===== src/rtl/sram_mem_ctrl.sv =====
// MEM-stage data-memory controller: each 32-bit load/store becomes two 16-bit SRAM phases with wait states.
// Define SRAM_LAST_READ_BUF_EN to add a one-entry last-read buffer that short-circuits repeated loads.
module sram_mem_ctrl #(
   parameter logic [31:0] BASE_ADDR   = 32'd1024,
   parameter int          WAIT_CYCLES = 2,
   parameter int          SRAM_AW     = 18
) (
   input  logic               clk,
   input  logic               rst,
   input  logic               wr_en,
   input  logic               rd_en,
   input  logic [31:0]        address,
   input  logic [31:0]        write_data,
   output logic [31:0]        read_data,
   output logic               ready,
   output logic [SRAM_AW-1:0] sram_addr,
   output logic [15:0]        sram_dq_out,
   input  logic [15:0]        sram_dq_in,
   output logic               sram_dq_oe,
   output logic               sram_we_n
);
   localparam int CNT_W = (WAIT_CYCLES > 1) ? $clog2(WAIT_CYCLES) : 1;
   localparam logic [CNT_W-1:0] CNT_LAST = CNT_W'(WAIT_CYCLES - 1);

   typedef enum logic [1:0] {IDLE, LOW, HIGH, DONE} state_t;

   state_t           state;
   logic [CNT_W-1:0] cnt;
   logic             op_wr;
   logic [29:0]      lat_idx;
   logic [31:0]      lat_wdata;
   logic [31:0]      offset;
   logic [29:0]      req_idx;
   logic             req;
   logic             hit;
   logic             start;
   logic             cnt_done;
   logic             rd_fill;
   logic [31:0]      hit_data;
   logic             unused_ok;

   assign offset   = address - BASE_ADDR;
   assign req_idx  = offset[31:2];
   assign req      = wr_en | rd_en;
   assign start    = (state == IDLE) & req & ~hit;
   assign cnt_done = (cnt == CNT_LAST);
   assign rd_fill  = (state == HIGH) & cnt_done & ~op_wr;
   assign ready    = (state == DONE) | ((state == IDLE) & (~req | hit));
   assign unused_ok = &{1'b0, offset[1:0], lat_idx[29:SRAM_AW-1]};

`ifdef SRAM_LAST_READ_BUF_EN
   logic        buf_vld;
   logic [29:0] buf_idx;
   logic [31:0] buf_data;

   assign hit      = buf_vld & rd_en & ~wr_en & (buf_idx == req_idx);
   assign hit_data = buf_data;

   // Any accepted store may alias the buffered word, so it simply invalidates the entry.
   always_ff @(posedge clk or posedge rst) begin
      if (rst) begin
         buf_vld <= 1'b0;
      end else if ((state == IDLE) && wr_en) begin
         buf_vld <= 1'b0;
      end else if (rd_fill) begin
         buf_vld <= 1'b1;
      end
   end

   always_ff @(posedge clk) begin
      if (rd_fill) begin
         buf_idx  <= lat_idx;
         buf_data <= {sram_dq_in, read_data[15:0]};
      end
   end
`else
   assign hit      = 1'b0;
   assign hit_data = read_data;
`endif

   // Request operands are captured once in IDLE; later changes on the inputs are ignored.
   always_ff @(posedge clk) begin
      if (start) begin
         lat_idx   <= req_idx;
         lat_wdata <= write_data;
      end
   end

   always_ff @(posedge clk or posedge rst) begin
      if (rst) begin
         state       <= IDLE;
         cnt         <= '0;
         op_wr       <= 1'b0;
         read_data   <= '0;
         sram_addr   <= '0;
         sram_dq_out <= '0;
         sram_dq_oe  <= 1'b0;
         sram_we_n   <= 1'b1;
      end else begin
         case (state)
            IDLE: begin
               if (start) begin
                  state     <= LOW;
                  cnt       <= '0;
                  op_wr     <= wr_en;
                  sram_addr <= {req_idx[SRAM_AW-2:0], 1'b0};
                  if (wr_en) begin
                     sram_dq_out <= write_data[15:0];
                     sram_dq_oe  <= 1'b1;
                     sram_we_n   <= 1'b0;
                  end
               end else if (hit) begin
                  read_data <= hit_data;
               end
            end
            LOW: begin
               if (cnt_done) begin
                  state     <= HIGH;
                  cnt       <= '0;
                  sram_addr <= {lat_idx[SRAM_AW-2:0], 1'b1};
                  if (op_wr) begin
                     sram_dq_out <= lat_wdata[31:16];
                  end else begin
                     read_data[15:0] <= sram_dq_in;
                  end
               end else begin
                  cnt <= cnt + 1'b1;
               end
            end
            HIGH: begin
               if (cnt_done) begin
                  state      <= DONE;
                  cnt        <= '0;
                  sram_dq_oe <= 1'b0;
                  sram_we_n  <= 1'b1;
                  if (!op_wr) begin
                     read_data[31:16] <= sram_dq_in;
                  end
               end else begin
                  cnt <= cnt + 1'b1;
               end
            end
            DONE: begin
               state <= IDLE;
            end
            default: begin
               state <= IDLE;
            end
         endcase
      end
   end
endmodule


===== config.mk =====
export PLATFORM = sky130hd
export DESIGN_NAME = sram_mem_ctrl
export DESIGN_NICKNAME = d
export VERILOG_FILES = /design/src/rtl/sram_mem_ctrl.sv
export SDC_FILE = /design/constraint.sdc
export NUM_CORES = 1
export LEC_CHECK = 0
export ABC_CLOCK_PERIOD_IN_PS = 5370
export BUFFER_PORTS_ARGS = -buffer_cell sky130_fd_sc_hd__buf_4
export CORE_ASPECT_RATIO = 0.7
export CORE_MARGIN = 5
export CORE_UTILIZATION = 53
export CTS_CLUSTER_DIAMETER = 50
export DETAILED_ROUTE_END_ITERATION = 8
export PLACE_DENSITY_LB_ADDON = 0.12
export SETUP_SLACK_MARGIN = 0.15
export SYNTH_ARGS = -nofsm -noshare
export SYNTH_HDL_FRONTEND = slang
export SYNTH_SLANG_ARGS = --single-unit

===== constraint.sdc =====
create_clock -name clk -period 5.37 [get_ports clk]
set_input_delay 0.2685 -clock clk [delete_from_list [all_inputs] [get_ports clk]]
set_output_delay 0.2685 -clock clk [all_outputs]
set_load 0.01 [all_outputs]

==> results of run 1 <==
worst max-delay path, stage by stage (launching register included):
cell and delay (ns):
dfrtp_1 0.41, inv_1 0.10, ha_2 0.96, nor2_1 0.30, a211oi_4 1.03, a21oi_1 0.17
metal layers:
metal / vias to the layer above / GRT usage / part of all wire
met4: 0 / 0.0438 / 0.0093
met5: - / 0 / 0
met3: 8 / 0.0540 / 0.064
li1: 1376 / - / -
met2: 85 / 0.294 / 0.47
met1: 1426 / 0.255 / 0.46
final cells by class:
type / instances / area, um^2
Inverter: 8 / 30.0
Tap cell: 101 / 126
Multi-Input combinational cell: 187 / 1410
Clock inverter: 5 / 68.8
Timing Repair Buffer: 139 / 1040
Clock buffer: 11 / 264
Sequential cell: 105 / 2790
Fill cell: 565 / 2140
worst max-delay path by stage:
stage | start | endpoint | slack, ns | cells past startpoint
after floorplan | rst | cnt | 3.28 | 1
after global placement | state[1] | sram_dq_out[6] | 2.33 | 5
after detailed placement | state[1] | sram_dq_out[9] | 2.20 | 5
after CTS | state[1] | sram_dq_out[9] | 2.19 | 5
after global routing | state[1] | sram_dq_out[13] | 1.85 | 6
final | state[1] | sram_dq_out[9] | 2.21 | 5
metrics by stage:
step	utilization	hold WS [ns]	power [uW]	area, um^2	worst slack, ns
6_report	0.728	0.101	3510	5730	2.21
5_1_grt	0.728	0.0869	3750	5730	1.85
4_1_cts	0.728	0.0900	3550	5730	2.19
3_5_place_dp	0.686	0.448	2840	5400	2.20
3_3_place_gp	0.686	0.447	2780	5400	2.33
2_1_floorplan	-	0.367	2210	4300	3.28
where the power goes:
| group | leakage (uW) | total (uW) | switching [uW] | internal [uW] |
|---|---|---|---|---|
| logic | 0.00128 | 1450 | 735 | 713 |
| clock network | 0.000161 | 704 | 294 | 410 |
| registers | 0.00115 | 1360 | 170 | 1190 |
registers in the layout (all words and copies together), names as in the netlist:
name and cells:
state 2, sram_dq_oe 1, read_data 32, op_wr 1
sram_we_n 1, sram_addr 18, lat_wdata 16, lat_idx 17
sram_dq_out 16, cnt 1
Yosys cell counts, types with 2 or more instances:
cell,instances
a22o_1,3
edfxtp_1,33
clkbuf_1,3
a21oi_1,21
o21ai_0,18
and2_0,2
nor3_1,2
nor4_4,2
a211o_1,2
nor3b_1,2
buf_4,2
nand2_1,20
nand2b_1,2
ha_1,5
inv_1,8
buf_2,9
mux2_2,33
nor2_1,26
dfrtp_1,71
a21o_1,2
xor2_1,7
mux2i_1,27
and3_1,2
kinds of logic (layout without fill, tap and decap cells):
kind of cell | count (synthesis) | after routing | synth area share
multiplexers | 60 | 60 | 0.149
AO/OA/AOI/OAI | 48 | 48 | 0.0643
flip-flops | 105 | 105 | 0.649
buffers and inverters | 23 | 163 | 0.0262
XOR/XNOR | 7 | 7 | 0.0142
AND/OR/NAND/NOR | 67 | 67 | 0.0823
adder cells (fa/ha/maj) | 5 | 5 | 0.0145
==> impl_metrics.ini, run 1 <==
[hold_path]
hold_class = in -> reg
worstHoldStart = write_data[22]
min_path_cells = 1
whs_endpoint = lat_wdata[22]

[power_and_ir_drop]
vdd_ir_drop_max_mv = 0.321
leakage_uw = 0.00259
p_per_area_nw_per_um2 = 613

[placed_design]
dp_cells = 540
port_buffers = 137
routabilityCongestion = 0.777
place_hpwl_um = 6470

[sta]
slew_violations = 0
slew_headroom = 0.214
fmax_mhz = 317
min_period_ns = 3.16
hold_viol = 0
setup_violations = 0
fin_crit_sh = 0.588
worst_slew_pin_slew_ns = 1.18
grt_setup_unrepaired = false
fin_skew_ns = 0.00639
final.setup.tns_ns = 0

[clock_tree]
cts_resized = 0
htree_levels = 3
clk_latency_ns = 0.34
cts-root-buf = clkbuf_16
cts_buffers = 9
clock_sinks = 105
postCtsSetupBuffers = 0
cts_tree = done
clock_path_buffers = 2
clk_pin_slew_worst_paths_ns = 0.07
cts_hold_buf = 0

[die]
start_util = 0.547
die_w_um = 118
boundaryPins = 153
rows = 27
dieArea_um2 = 10000
coreArea_um2 = 7870
die_h_um = 85.4

[yosys]
ys_ff_latch = 105
syn-cell-area_um2 = 4300
yosys_warnings = 0
synth_area_leader_cell = dfrtp_1
syn_area_per_cell_um2 = 13.7
yosysTopAreaCellShare = 0.413
synthFlopType = dfrtp_1
synth_seq_area_share = 0.649
synth_nets = 404
synthTopCellsByArea = dfrtp_1 41%, edfxtp_1 23%, mux2_2 8.6%
synth-async-reset-ratio = 0.686
syn_inst = 315
synth-edff-count = 33
post_synth_num_cell_types = 36

[finish]
diodes = 0
syn_to_final_growth_pct = 33.2
drive_gt1_frac = 0.435
final_common_cell = buf_4
fin_cells = 556
layout_common_cells = 139 x buf_4, 71 x dfrtp_1, 33 x mux2_2, 33 x edfxtp_1, 27 x mux2i_1
nets = 539

[critical_path]
worst-setup-path-type = reg -> reg
r2r_setup_slack_ns = 2.21
r2r-start = state[1]
rr_worst_depth = 5
cp.arrival_ns = 3.32
end_kind = flip-flop
timing.rr.end = sram_dq_out[9]
cp.required_ns = 5.53
cp_max_fo = 39
critPathLaunchType = flip-flop

[drt]
first_pass_iters = 4
postRouteAntennaNets = 0
vias_per_cell = 5.21
drc = 0
drt-wirelength-per-cell_um = 16.6
drt_iter0_drc = 186
wl_um = 9250
route.vias.total = 2895

[global_route]
grt_pass1_wl_um = 15100
grt_max_degree = 73
antenna_found_initial = 0
grt-ovfl-total = 0
grt_pass1_vias = 2927
grt_usage = 0.185

[outcome]
outcome = finished clean

[job]
cap_violations = 0
(Power assumes the default switching activity.)
==> run 2, diff against run 1 <==
Settings changed: ABC_CLOCK_PERIOD_IN_PS 5370 to 2950, CORE_UTILIZATION 53 to 49.
Clock period 5.37 ns to 2.95 ns, I/O delays scaled along.
==> impl_metrics.ini, run 2 (synthesis gave the netlist of run 1 again) <==
[outcome]
outcome = finished, violations left
violations = negative hold slack

[critical_path]
crit_path_cell_trace = inv_1 -> ha_2 -> nor2_1 -> or3_4 -> and2_0 -> a211o_1
critical_path.max_stage_delay_ns = 0.51
r2r-start = state[1]
cp_max_fo = 30
critPathLaunchType = flip-flop
startpoint = state[1]
timing.rr.end = sram_addr[15]
critPathSlowestCell = or3_4
cp.required_ns = 3.17
rr_worst_depth = 6
end_kind = flip-flop
cp.arrival_ns = 2.45
r2r_setup_slack_ns = 0.72
worst-setup-path-type = reg -> reg
crit_end = sram_addr[15]

[clock_tree]
cts_hold_buf = 24
cts_resized = 0
postCtsSetupBuffers = 0
cts_tree = done
clock_sinks = 105
cts-root-buf = clkbuf_16
clock_path_buffers = 2
clk_pin_slew_worst_paths_ns = 0.06
cts_buffers = 9
clk_latency_ns = 0.34
htree_levels = 3

[global_route]
grt-ovfl-total = 0
grt_usage = 0.184
grt_pass1_wl_um = 15300
antenna_found_initial = 0
grt_max_degree = 40
grt_pass1_vias = 3091

[sta]
holdWs_ns = -0.0182
hold_viol = 12
grt_setup_unrepaired = false
fin_skew_ns = 0.00571
worst_slew_pin_slew_ns = 0.842
final.setup.tns_ns = 0
fin_crit_sh = 0.755
slew_headroom = 0.438
fmax_mhz = 449
slew_violations = 0
setup_violations = 0
min_period_ns = 2.23

[finish]
layout_common_cells = 144 x buf_4, 71 x dfrtp_1, 33 x mux2_2, 33 x edfxtp_1, 27 x mux2i_1
largest_reg_flops = 32
final_cell_area_um2 = 5970
nets = 568
final_common_cell = buf_4
diodes = 0
syn_to_final_growth_pct = 38.8
drive_gt1_frac = 0.415
largest-register = read_data
reg_top3 = read_data x32, sram_addr x18, lat_idx x17

[drt]
drt-wirelength-per-cell_um = 15.9
postRouteAntennaNets = 0
first_pass_iters = 4
route.vias.total = 2981
wl_um = 9590
drt_iter0_drc = 233
vias_per_cell = 4.94
drc = 0

[power_and_ir_drop]
p_per_area_nw_per_um2 = 1050
total_power_uw = 6250
vdd_ir_drop_max_mv = 0.630
leakage_uw = 0.00268

[die]
start_util = 0.505
boundaryPins = 153
dieArea_um2 = 10800
die_h_um = 88.4
coreArea_um2 = 8510
rows = 28
die_w_um = 122

[placed_design]
port_buffers = 137
dpl_cell_area_um2 = 5460
place_hpwl_um = 6810
routabilityCongestion = 0.741

[hold_path]
hold_class = in -> async

[job]
cap_violations = 0
-- run 2: changes by cell type in the layout (fill, tap and decap cells not counted), moves of 2 or more --
cell           before  now
buf_4             139  144
dlygate4sd3_1       0   24
clkinv_2            0    2
inv_8               2    0
-- run 2: worst min path at each step --
| stage | end | cells after the start | slack, ns | startpoint |
|---|---|---|---|---|
| final | read_data[29] | 2 | -0.02 | rst |
| after global routing | read_data[21] | 2 | 0.03 | sram_dq_in[5] |
| after CTS | read_data[29] | 2 | 0.008 | rst |
| after detailed placement | lat_wdata[23] | 1 | 0.33 | write_data[23] |
| after global placement | lat_wdata[23] | 1 | 0.33 | write_data[23] |
| after floorplan | lat_idx[0] | 0 | 0.25 | address[2] |
-- run 2: report_power, final --
group | total, uW | internal, uW | switching [uW]
Clock | 1090 | 593 | 493
Combinational | 2690 | 1340 | 1350
Sequential | 2480 | 2170 | 306
-- run 2: final cells by class --
class | instances | area, um^2
sequential | 105 | 2790
tap | 120 | 150
fill | 613 | 2540
clock inverter | 5 | 30.0
multi-input combinational | 187 | 1410
timing repair buffer | 168 | 1320
inverter | 8 | 30.0
clock buffer | 11 | 243
-- run 2: metal layers --
metal,up-vias,GRT usage,share of wire
met5,-,0,0
met4,0,0.0549,0.012
met3,10,0.0530,0.065
met2,72,0.302,0.48
met1,1457,0.244,0.44
li1,1442,-,-
-- run 2: metrics by stage --
step | std cells | util | hold WS [ns] | setup slack (ns)
final | 604 | 0.702 | -0.0182 | 0.724
after detailed placement | 564 | 0.642 | 0.327 | 0.719
after global routing | 604 | 0.702 | 0.0333 | 0.606
after CTS | 604 | 0.702 | 0.00763 | 0.711
after floorplan | 315 | - | 0.246 | 0.949
after global placement | 564 | 0.642 | 0.326 | 0.751
-- run 2: critical path, delay by kind of cell, from the launching register on --
family,cells,cell delay [ns]
AO/OA/AOI/OAI,1,0.25
adder cells (fa/ha/maj),1,0.45
buffers and inverters,1,0.09
flip-flops,1,0.41
AND/OR/NAND/NOR,3,0.91
==> run 3, diff against run 2 <==
Settings changed: ABC_CLOCK_PERIOD_IN_PS 2950 to 1800, CORE_UTILIZATION 49 to 45.
Clock period 2.95 ns to 1.8 ns, I/O delays scaled along.
==> impl_metrics.ini, run 3 (synthesis gave the netlist of run 1 again) <==
[outcome]
outcome = finished clean

[sta]
slew_violations = 0
final.setup.tns_ns = 0
grt_setup_unrepaired = true
fmax_mhz = 557
setup_violations = 0
fin_crit_sh = 0.997
min_period_ns = 1.79
worst_slew_pin_slew_ns = 0.658
timing.final.ws_setup_ns = 0.00600
fin_skew_ns = 0.00589
slew_headroom = 0.560
hold_viol = 0

[finish]
final_common_cell = buf_4
largest_reg_flops = 32
fillers = 672
reg_top3 = read_data x32, sram_addr x18, lat_idx x17
layout_common_cells = 149 x buf_4, 71 x dfrtp_1, 41 x dlygate4sd3_1
diodes = 0
syn_to_final_growth_pct = 54.7
nets = 605
drive_gt1_frac = 0.482
final_cell_area_um2 = 6660
largest-register = read_data

[placed_design]
pre_cts_slack_ns = 0.00752
port_buffers = 137
dpl_cell_area_um2 = 5630
place_hpwl_um = 7260
routabilityCongestion = 0.747

[critical_path]
timing.rr.end = sram_dq_out[3]
cp_max_fo = 8
end_kind = flip-flop
cp.required_ns = 2.07
startpoint = state[0]
cp.arrival_ns = 2.06
r2r-start = state[0]
critPathLaunchType = flip-flop
worst-setup-path-type = reg -> reg
rr_worst_depth = 10
r2r_setup_slack_ns = 0.006
crit_end = sram_dq_out[3]

[global_route]
grt-ovfl-total = 0
antenna_found_initial = 0
grt_pass1_vias = 3326
grt_pass1_wl_um = 16900
grt_usage = 0.183
grt_max_degree = 33

[job]
cap_violations = 0

[drt]
drt_iter0_drc = 178
drc = 0
vias_per_cell = 4.97
route.vias.total = 3204
wl_um = 11200
postRouteAntennaNets = 0
first_pass_iters = 5
drt-wirelength-per-cell_um = 17.3

[clock_tree]
clock_path_buffers = 2
cts_tree = done
cts_buffers = 9
clk_latency_ns = 0.34
cts-root-buf = clkbuf_16
clk_pin_slew_worst_paths_ns = 0.06
htree_levels = 3
clock_sinks = 105

[die]
dieArea_um2 = 11600
boundaryPins = 153
coreArea_um2 = 9180
die_h_um = 91.8
rows = 29
start_util = 0.469
die_w_um = 127

[power_and_ir_drop]
vdd_ir_drop_max_mv = 1.10
p_per_area_nw_per_um2 = 1770
leakage_uw = 0.00298

[hold_path]
hold_class = in -> reg
min_path_cells = 3
[run 3: repair_timing]
action                     in CTS  in global routing
buffers inserted                4                  6
hold endpoints to repair       80                  0
gates resized for setup         7                 42
hold buffers                   41                  0
setup endpoints to repair      52                 90
pin swaps                       1                  4
cloned                          0                  3
[run 3: layer usage]
metal  global-route usage  vias to the layer above  share of wire
met1                0.241                     1557           0.45
met5                    0                        -              0
met2                0.297                      118           0.47
met3               0.0523                       16          0.062
met4               0.0554                        0          0.015
li1                     -                     1513              -
[run 3: critical path, cell delays in order, from the launching register on]
cell       delay (ns)
dfrtp_1          0.40
inv_2            0.07
ha_4             0.16
buf_6            0.11
buf_8            0.12
and2b_1          0.18
a211oi_4         0.21
buf_6            0.16
clkbuf_16        0.16
nor2_1           0.05
a21oi_1          0.10
[run 3: worst min path at each step]
stage	from	to	slack, ns
2_1_floorplan	address[2]	lat_idx[0]	0.19
3_3_place_gp	rst	read_data[3]	0.21
3_5_place_dp	rst	read_data[8]	0.22
4_1_cts	write_data[5]	sram_dq_out[5]	0.03
5_1_grt	write_data[12]	sram_dq_out[12]	0.05
6_report	write_data[1]	sram_dq_out[1]	0.05
[run 3: cell type report]
cell class | instances | area [um^2] | share of cell area
flip-flops and latches | 105 | 2790 | 0.420
repair buffers | 205 | 1800 | 0.270
multi-input cells | 187 | 1580 | 0.237
clock buffers | 13 | 272 | 0.0408
well taps | 124 | 155 | 0.0233
inverters | 8 | 37.5 | 0.00564
clock inverters | 3 | 22.5 | 0.00338
[run 3: where the power goes]
group	switching (uW)	internal, uW
Sequential	562	3560
Combinational	2670	3060
Clock	830	1070
Total	4070	7680
[run 3: stage by stage]
step / power (uW) / hold WS, ns / std cells / utilization
floorplan: 6700 / 0.189 / 315 / -
global placement: 8710 / 0.206 / 575 / 0.613
detailed placement: 8890 / 0.217 / 575 / 0.613
CTS: 11000 / 0.0293 / 636 / 0.696
global route: 12500 / 0.0525 / 645 / 0.725
finish: 11800 / 0.0451 / 645 / 0.725
